### src/rtl/fetch_queue.sv
// Instruction fetch queue: issues PC requests to instruction memory within a credit
// window, collects in-order responses, and presents them to decode in program order.
module fetch_queue #(
    parameter int PC_WIDTH    = 16,
    parameter int INSTR_WIDTH = 32,
    parameter int DEPTH       = 4
) (
    input  logic                   clk,
    input  logic                   rst,
    input  logic [PC_WIDTH-1:0]    pc_in,
    input  logic                   pc_valid,
    output logic                   pc_ready,
    output logic                   imem_req_valid,
    output logic [PC_WIDTH-1:0]    imem_req_addr,
    input  logic                   imem_req_ready,
    input  logic                   imem_rsp_valid,
    input  logic [INSTR_WIDTH-1:0] imem_rsp_data,
    input  logic                   flush,
    output logic                   out_valid,
    output logic [PC_WIDTH-1:0]    out_pc,
    output logic [INSTR_WIDTH-1:0] out_instr,
    input  logic                   out_ready
);

    localparam int AW = $clog2(DEPTH);
    localparam int PW = AW + 1;

    logic [PW-1:0] alloc_ptr_reg;
    logic [PW-1:0] fill_ptr_reg;
    logic [PW-1:0] rd_ptr_reg;
    logic [PW-1:0] drop_cnt_reg;

    logic [PC_WIDTH-1:0]    pc_mem    [DEPTH];
    logic [INSTR_WIDTH-1:0] instr_mem [DEPTH];
    logic [DEPTH-1:0]       filled_reg;

    logic [AW-1:0] alloc_idx;
    logic [AW-1:0] fill_idx;
    logic [AW-1:0] rd_idx;
    logic [PW-1:0] occupancy;
    logic [PW-1:0] outstanding;
    logic [PW-1:0] flush_pending;
    logic [PW:0]   used;
    logic          credit;
    logic          req_valid_int;
    logic          req_fire;
    logic          rsp_fill;
    logic          rsp_drop;
    logic          head_valid;
    logic          pop;
    logic [DEPTH-1:0] alloc_hit;
    logic [DEPTH-1:0] fill_hit;

    assign alloc_idx   = alloc_ptr_reg[AW-1:0];
    assign fill_idx    = fill_ptr_reg[AW-1:0];
    assign rd_idx      = rd_ptr_reg[AW-1:0];
    assign occupancy   = alloc_ptr_reg - rd_ptr_reg;
    assign outstanding = alloc_ptr_reg - fill_ptr_reg;

    // Stale in-flight responses still occupy a slot's worth of credit until they drain.
    assign used   = {1'b0, occupancy} + {1'b0, drop_cnt_reg};
    assign credit = (used < (PW+1)'(DEPTH));

    assign req_valid_int = rst && pc_valid && credit && !flush;
    assign req_fire      = req_valid_int && imem_req_ready;

    // Responses with nothing outstanding are protocol violations and are ignored.
    assign rsp_fill = imem_rsp_valid && !flush && (drop_cnt_reg == '0) && (outstanding != '0);
    assign rsp_drop = imem_rsp_valid && !flush && (drop_cnt_reg != '0);

    assign head_valid = filled_reg[rd_idx] && (rd_ptr_reg != fill_ptr_reg);
    assign pop        = head_valid && out_ready && !flush;

    assign flush_pending = drop_cnt_reg + outstanding;

    assign imem_req_valid = req_valid_int;
    assign imem_req_addr  = pc_in;
    assign pc_ready       = req_fire;
    assign out_valid      = rst && head_valid;
    assign out_pc         = rst ? pc_mem[rd_idx]    : '0;
    assign out_instr      = rst ? instr_mem[rd_idx] : '0;

    genvar gi;
    generate
        for (gi = 0; gi < DEPTH; gi++) begin : g_slot_hit
            assign alloc_hit[gi] = req_fire && (alloc_idx == AW'(gi));
            assign fill_hit[gi]  = rsp_fill && (fill_idx == AW'(gi));
        end
    endgenerate

    always_ff @(posedge clk) begin
        if (req_fire) begin
            pc_mem[alloc_idx] <= pc_in;
        end
        if (rsp_fill) begin
            instr_mem[fill_idx] <= imem_rsp_data;
        end
    end

    always_ff @(posedge clk or negedge rst) begin
        if (!rst) begin
            filled_reg <= '0;
        end else begin
            filled_reg <= (filled_reg & ~alloc_hit) | fill_hit;
        end
    end

    always_ff @(posedge clk or negedge rst) begin
        if (!rst) begin
            alloc_ptr_reg <= '0;
            fill_ptr_reg  <= '0;
            rd_ptr_reg    <= '0;
            drop_cnt_reg  <= '0;
        end else if (flush) begin
            // Everything not yet answered becomes a response to throw away.
            alloc_ptr_reg <= alloc_ptr_reg;
            fill_ptr_reg  <= alloc_ptr_reg;
            rd_ptr_reg    <= alloc_ptr_reg;
            if (imem_rsp_valid && (flush_pending != '0)) begin
                drop_cnt_reg <= flush_pending - PW'(1);
            end else begin
                drop_cnt_reg <= flush_pending;
            end
        end else begin
            if (req_fire) begin
                alloc_ptr_reg <= alloc_ptr_reg + PW'(1);
            end
            if (rsp_fill) begin
                fill_ptr_reg <= fill_ptr_reg + PW'(1);
            end
            if (rsp_drop) begin
                drop_cnt_reg <= drop_cnt_reg - PW'(1);
            end
            if (pop) begin
                rd_ptr_reg <= rd_ptr_reg + PW'(1);
            end
        end
    end

endmodule

### config.mk
export PLATFORM = sky130hd
export DESIGN_NAME = fetch_queue
export DESIGN_NICKNAME = d
export VERILOG_FILES = /design/src/rtl/fetch_queue.sv
export SDC_FILE = /design/constraint.sdc
export NUM_CORES = 1
export LEC_CHECK = 0
export CAP_MARGIN = 20
export CORE_ASPECT_RATIO = 1.4
export CORE_MARGIN = 10
export CORE_UTILIZATION = 49
export DETAILED_ROUTE_END_ITERATION = 7
export PLACE_DENSITY = 0.81
export SLEW_MARGIN = 20
export SYNTH_ARGS = -nofsm -noshare
export SYNTH_HDL_FRONTEND = slang
export SYNTH_SLANG_ARGS = --single-unit
### constraint.sdc
create_clock -name clk -period 3.7 [get_ports clk]
set_input_delay 1.11 -clock clk [delete_from_list [all_inputs] [get_ports clk]]
set_output_delay 1.11 -clock clk [all_outputs]
set_load 0.1 [all_outputs]
# Word-level counts from Yosys, hierarchy flattened
# Memory sizes are Yosys's and may differ from the RTL's.
# Index checks and enable logic that the tools add are counted.
dict set report totals {
  output_inout_bits 67
  wordCells 76
  mem_bits_rw 192
  n_memories 2
  regBits 16
  inputBits 55
}
dict set report op_classes {
  n_eq_ne 7
  reduce_logical 32
  add_sub_neg 9
  bitwise 4
  mux 15
  magnitude_cmp 2
}
# memory words word_bits read_ports rd_clocked_by_memory_dff write_ports line_no
set mem_list {}
lappend mem_list {instr_mem 4 32 1 0 1 34} ;# logic [INSTR_WIDTH-1:0] instr_mem [DEPTH];
lappend mem_list {pc_mem 4 16 1 0 1 33} ;# logic [PC_WIDTH-1:0] pc_mem [DEPTH];
# op n
set op_table {}
lappend op_table {{32-bit 2-to-1 mux} 1}
lappend op_table {{1-bit logical AND} 21}
lappend op_table {{3-bit 2-to-1 mux} 7}
lappend op_table {{16-bit 2-to-1 mux} 1}
lappend op_table {{3-bit by 1-bit adder with 3-bit output (second input constant)} 3}
lappend op_table {{3-bit nonzero test} 3}
lappend op_table {{2-bit == test (second input constant)} 4}
lappend op_table {{2-bit nonzero test} 3}
lappend op_table {{3-bit by 1-bit subtractor with 3-bit output (second input constant)} 2}
lappend op_table {{3-bit subtractor} 2}
lappend op_table {{1-bit 2-to-1 mux} 5}
lappend op_table {{3-bit by 3-bit adder with 4-bit output} 1}
lappend op_table {{4-bit bitwise AND} 1}
lappend op_table {{2-bit by 1-bit == test with 1-bit output (second input constant)} 2}
lappend op_table {{2-bit zero test} 2}
lappend op_table {{4-bit by 3-bit less-than comparator with 1-bit output (second input constant)} 1}
lappend op_table {{4-bit NOT} 1}
lappend op_table {{4-bit OR} 1}
lappend op_table {{3-bit adder} 1}
lappend op_table {{3-bit zero test} 1}
lappend op_table {{2-bit by 3-bit less-than comparator with 1-bit output (second input constant)} 1}
lappend op_table {{3-bit inequality test} 1}
lappend op_table {{1-bit binary-select mux with 2-bit select} 1}
lappend op_table {{2-bit AND reduction} 1}
lappend op_table {{2 further kinds} 2}

# Depth between registers and ports, before layout
dict set report logic_depth {
  ltp_word 10
  depth_mapped 13
}

# Worst setup path after synthesis
# Ideal clock, no wire load.
dict set report synth_path {
  path_type {reg-to-output}
  start {reg rd_ptr_reg[1]}
  end {out imem_req_valid}
  arrival_time_ps 2821
  path_stages_with_launch 9
  t_required_ps 2590
  n_path_buf 2
  setup_slack_ps -231
  cell_sequence {dfrtp_1 buf_2 buf_1 inv_1 fa_1 xnor2_1 ha_1 nor4_1 and3b_1}
}
dict set report synth_via {
  elab_chain_cells 5
}
# item line_no
set synth_lines {}
lappend synth_lines {{start: declaration} 30} ;# logic [PW-1:0] rd_ptr_reg;
lappend synth_lines {{start signal: assignment} 118} ;# rd_ptr_reg <= alloc_ptr_reg;
lappend synth_lines {{start signal: assignment} 135} ;# rd_ptr_reg <= rd_ptr_reg + PW'(1);
lappend synth_lines {{3-bit subtractor} 57} ;# assign occupancy = alloc_ptr_reg - rd_ptr_reg;
lappend synth_lines {{3-bit by 3-bit adder with 4-bit output} 61} ;# assign used = {1'b0, occupancy} + {1'b0, drop_cnt_reg};
lappend synth_lines {{4-bit by 3-bit less-than comparator with 1-bit output} 62} ;# assign credit = (used < (PW+1)'(DEPTH));
lappend synth_lines {{1-bit logical AND (2 in a row)} 64} ;# assign req_valid_int = rst && pc_valid && credit && !flush;
lappend synth_lines {{end: declaration} 13} ;# output logic imem_req_valid,
# No other way between the ends.

# Final worst setup path
dict set report layout_path {
  start {reg alloc_ptr_reg[0]}
  end {out pc_ready}
}
dict set report layout_via {
  elab_chain_cells 6
}
# item line_no
set layout_lines {}
lappend layout_lines {{start: declaration} 28} ;# logic [PW-1:0] alloc_ptr_reg;
lappend layout_lines {{start signal: assignment} 116} ;# alloc_ptr_reg <= alloc_ptr_reg;
lappend layout_lines {{start signal: assignment} 126} ;# alloc_ptr_reg <= alloc_ptr_reg + PW'(1);
lappend layout_lines {{3-bit subtractor} 57}
lappend layout_lines {{3-bit by 3-bit adder with 4-bit output} 61}
lappend layout_lines {{4-bit by 3-bit less-than comparator with 1-bit output} 62}
lappend layout_lines {{1-bit logical AND (2 in a row)} 64}
lappend layout_lines {{1-bit logical AND} 65} ;# assign req_fire = req_valid_int && imem_req_ready;
lappend layout_lines {{end: declaration} 12} ;# output logic pc_ready,
# No other way between the ends.

==> results.cfg <==
[clock_tree]
cts_tree = built
cts_htree_levels = 1
clockRootBuffer = clkbuf_16
clk_latency_ns = 0.49
path_clk_slew_ns = 0.06
clock-sinks = 208
tritoncts.num_buffers = 20
clockBufferDepth = 3

[yosys]
yosys.cell_types.count = 45
yosysWarnings = 0
synthCells = 459
synthFlopType = edfxtp_1
synthArstFlopShare_pct = 7.69
synth-edff-count = 192
avgSynthCellArea_sq_um = 19.0
synth_nets = 535
syn-cell-area_sq_um = 8700
ys_seq_area_share_pct = 70.9
ys_ff_latch = 208

[floorplan]
fp.dieH_um = 178
num_io_pins = 122
dieArea_sq_um = 23600
rows = 57
die_w_um = 133
initial_core_util_pct = 50.0
core-area_sq_um = 17400

[critical_path]
worst-endpoint-arrival_ns = 2.57
r2r_cells = 13
startpoint_type = flip-flop
criticalPathCategory = flip-flop to output pin
worstPathMaxFanout = 2
crit_path_end_kind = output pin
critPathRequiredTime_ns = 2.59

[placement]
dp_hpwl_um = 11700
portBuffers = 121
gp_congestion = 0.819
place_ws_ns = 0.190
place_area_sq_um = 10800
placed_cells = 792

[sta]
final_hold_viol_count = 0
fin_crit_sh_pct = 99.5
fmaxAchievable_mhz = 272
max-slew-margin-rel_pct = 61.7
skew_ns = 0.0198
finalWorstSetupSlack_ns = 0.0203
rsz0062_at_grt = yes
drv_slew = 0
setup_viol = 0
tightest_slew_ns = 0.574
period_needed_ns = 3.68

[drt]
drt-initial-drc-count = 302
vias = 4533
first_pass_iters = 4
drt_wl_total_um = 17800
drc = 0
drtAntennaViolNets = 0
viasPerCell = 5.46
post_drt_wl_per_cell_um = 21.4

[power_and_ir_drop]
irDropWorstVdd_mv = 0.481
p_leak_nw = 4.06
p_total_mw = 8.80
power_density_nw_per_um2 = 764

[global_route]
grt_use_total_pct = 15.3
grt_pass1_wl_um = 28800
grt_max_degree = 63
grt_overflow = 0
grt_pass1_vias = 5049
antenna_found_initial = 0

[run_status]
status = finished, final reports clean

[finish]
syn_to_final_growth_pct = 32.4
seq_area_sq_um = 6170
final_nets = 657
fillers = 1190
drive_gt1_share_pct = 30.6
multiInputGateArea_sq_um = 2300
largest_reg_flops = 128
n_antenna_cell = 0
final_cells = 830
fin_area_sq_um = 11500

[worst_hold_path]
hp-class = input pin to asynchronous set/reset pin

[job]
maxCapViolations = 0
==> layout by cell type, fill, tap and decap left out, types with 2 or more instances in the layout <==
cell type,netlist,routed
edfxtp_1,192,192
buf_12,0,73
clkdlybuf4s50_1,0,53
mux4_2,49,49
and2_1,53,49
clkbuf_16,0,21
inv_1,19,17
ha_1,18,16
dfrtp_1,16,14
nand2_1,10,10
buf_4,17,9
a21oi_1,6,6
xor2_1,5,5
xnor2_1,6,5
clkbuf_1,12,5
and2_2,0,4
a22o_1,4,4
nor2_1,4,4
mux2_2,3,3
o21ai_0,3,3
mux2i_1,3,3
clkinv_2,0,3
inv_2,0,2
nand2b_1,2,2
nor3_1,2,2
a211oi_1,2,2
fa_1,3,2
clkinv_1,0,2
==> kinds of logic (layout without fill, tap and decap cells) <==
logic type | count (synthesis) | count (layout) | synth area share [%]
flip-flops | 208 | 208 | 70.9
AND/OR/NAND/NOR | 79 | 79 | 5.34
buffers and inverters | 56 | 191 | 3.25
multiplexers | 55 | 55 | 13.4
AO/OA/AOI/OAI | 28 | 28 | 2.49
adder cells (fa/ha/maj) | 21 | 21 | 3.28
XOR/XNOR | 12 | 12 | 1.37
==> layer usage <==
| layer | GRT usage, % | wire length (um) | up-vias |
|---|---|---|---|
| met5 | 0 | 0 | - |
| li1 | - | - | 2009 |
| met1 | 17.4 | 6590 | 2347 |
| met3 | 3.85 | 1070 | 29 |
| met2 | 27.5 | 9780 | 148 |
| met4 | 4.83 | 355 | 0 |
==> through the flow <==
step | util [%] | hold WS, ns | TNS [ns]
after floorplan | - | 0.477 | 0
after global placement | 62.3 | 0.501 | 0
after detailed placement | 62.3 | 0.523 | 0
after CTS | 66.0 | 0.423 | -0.0298
after global routing | 66.2 | 0.433 | -0.0609
final | 66.2 | 0.440 | 0
==> cell usage after synthesis (3+ instances only) <==
cell	number	area share (%)
xnor2_1	6	0.60
buf_2	7	0.40
edfxtp_1	192	66
mux4_2	49	13
dfrtp_1	16	4.6
buf_4	17	1.5
nand2_1	10	0.43
ha_1	18	2.6
mux2_2	3	0.39
fa_1	3	0.69
a22o_1	4	0.40
inv_1	19	0.82
xor2_1	5	0.50
and2_1	53	3.8
mux2i_1	3	0.35
a21oi_1	6	0.35
nor2_1	4	0.17
o21ai_0	3	0.17
clkbuf_1	12	0.52
==> final timing paths <==
| check | from | end | slack, ns |
|---|---|---|---|
| worst max-delay path | alloc_ptr_reg[0] | pc_ready | 0.02 |
| worst max register to register | alloc_ptr_reg[0] | drop_cnt_reg[2] | 0.46 |
| max in group asynchronous | rst | rd_ptr_reg[1] | 2.78 |
| worst min-delay path | rst | drop_cnt_reg[2] | 0.44 |
| worst min register to register | filled_reg[3] | filled_reg[3] | 0.54 |
| min in group clk | filled_reg[3] | filled_reg[3] | 0.54 |
==> final cells by class <==
class	instances	share of cell area (%)
inverter	19	0.619
multi-input combinational	195	20.0
clock inverter	8	0.413
clock buffer	27	4.84
sequential	208	53.6
timing repair buffer	137	18.0
tap	236	2.56
==> power breakdown <==
group	internal, mW	leakage [nW]	total, mW	switching (mW)
clock network	1.06	0.296	1.87	0.809
logic	1.69	1.85	4.07	2.38
registers	2.73	1.92	2.86	0.129
==> worst max-delay path, stage by stage, from the launching register on <==
cell and delay, ns:
dfrtp_1 0.40, inv_2 0.09, ha_4 0.13, inv_2 0.03, fa_2 0.34, xnor2_2 0.14, ha_2 0.21, nor4_4 0.27
and4b_2 0.30, buf_12 0.18
==> timing repair <==
item	in CTS	in global routing
pin swaps	4	2
gates resized for setup	6	5
hold buffers	0	0
endpoints found under the hold margin	0	0
buffers inserted	2	1
setup endpoints to repair	2	3
Power figures use the tool's default switching activity.
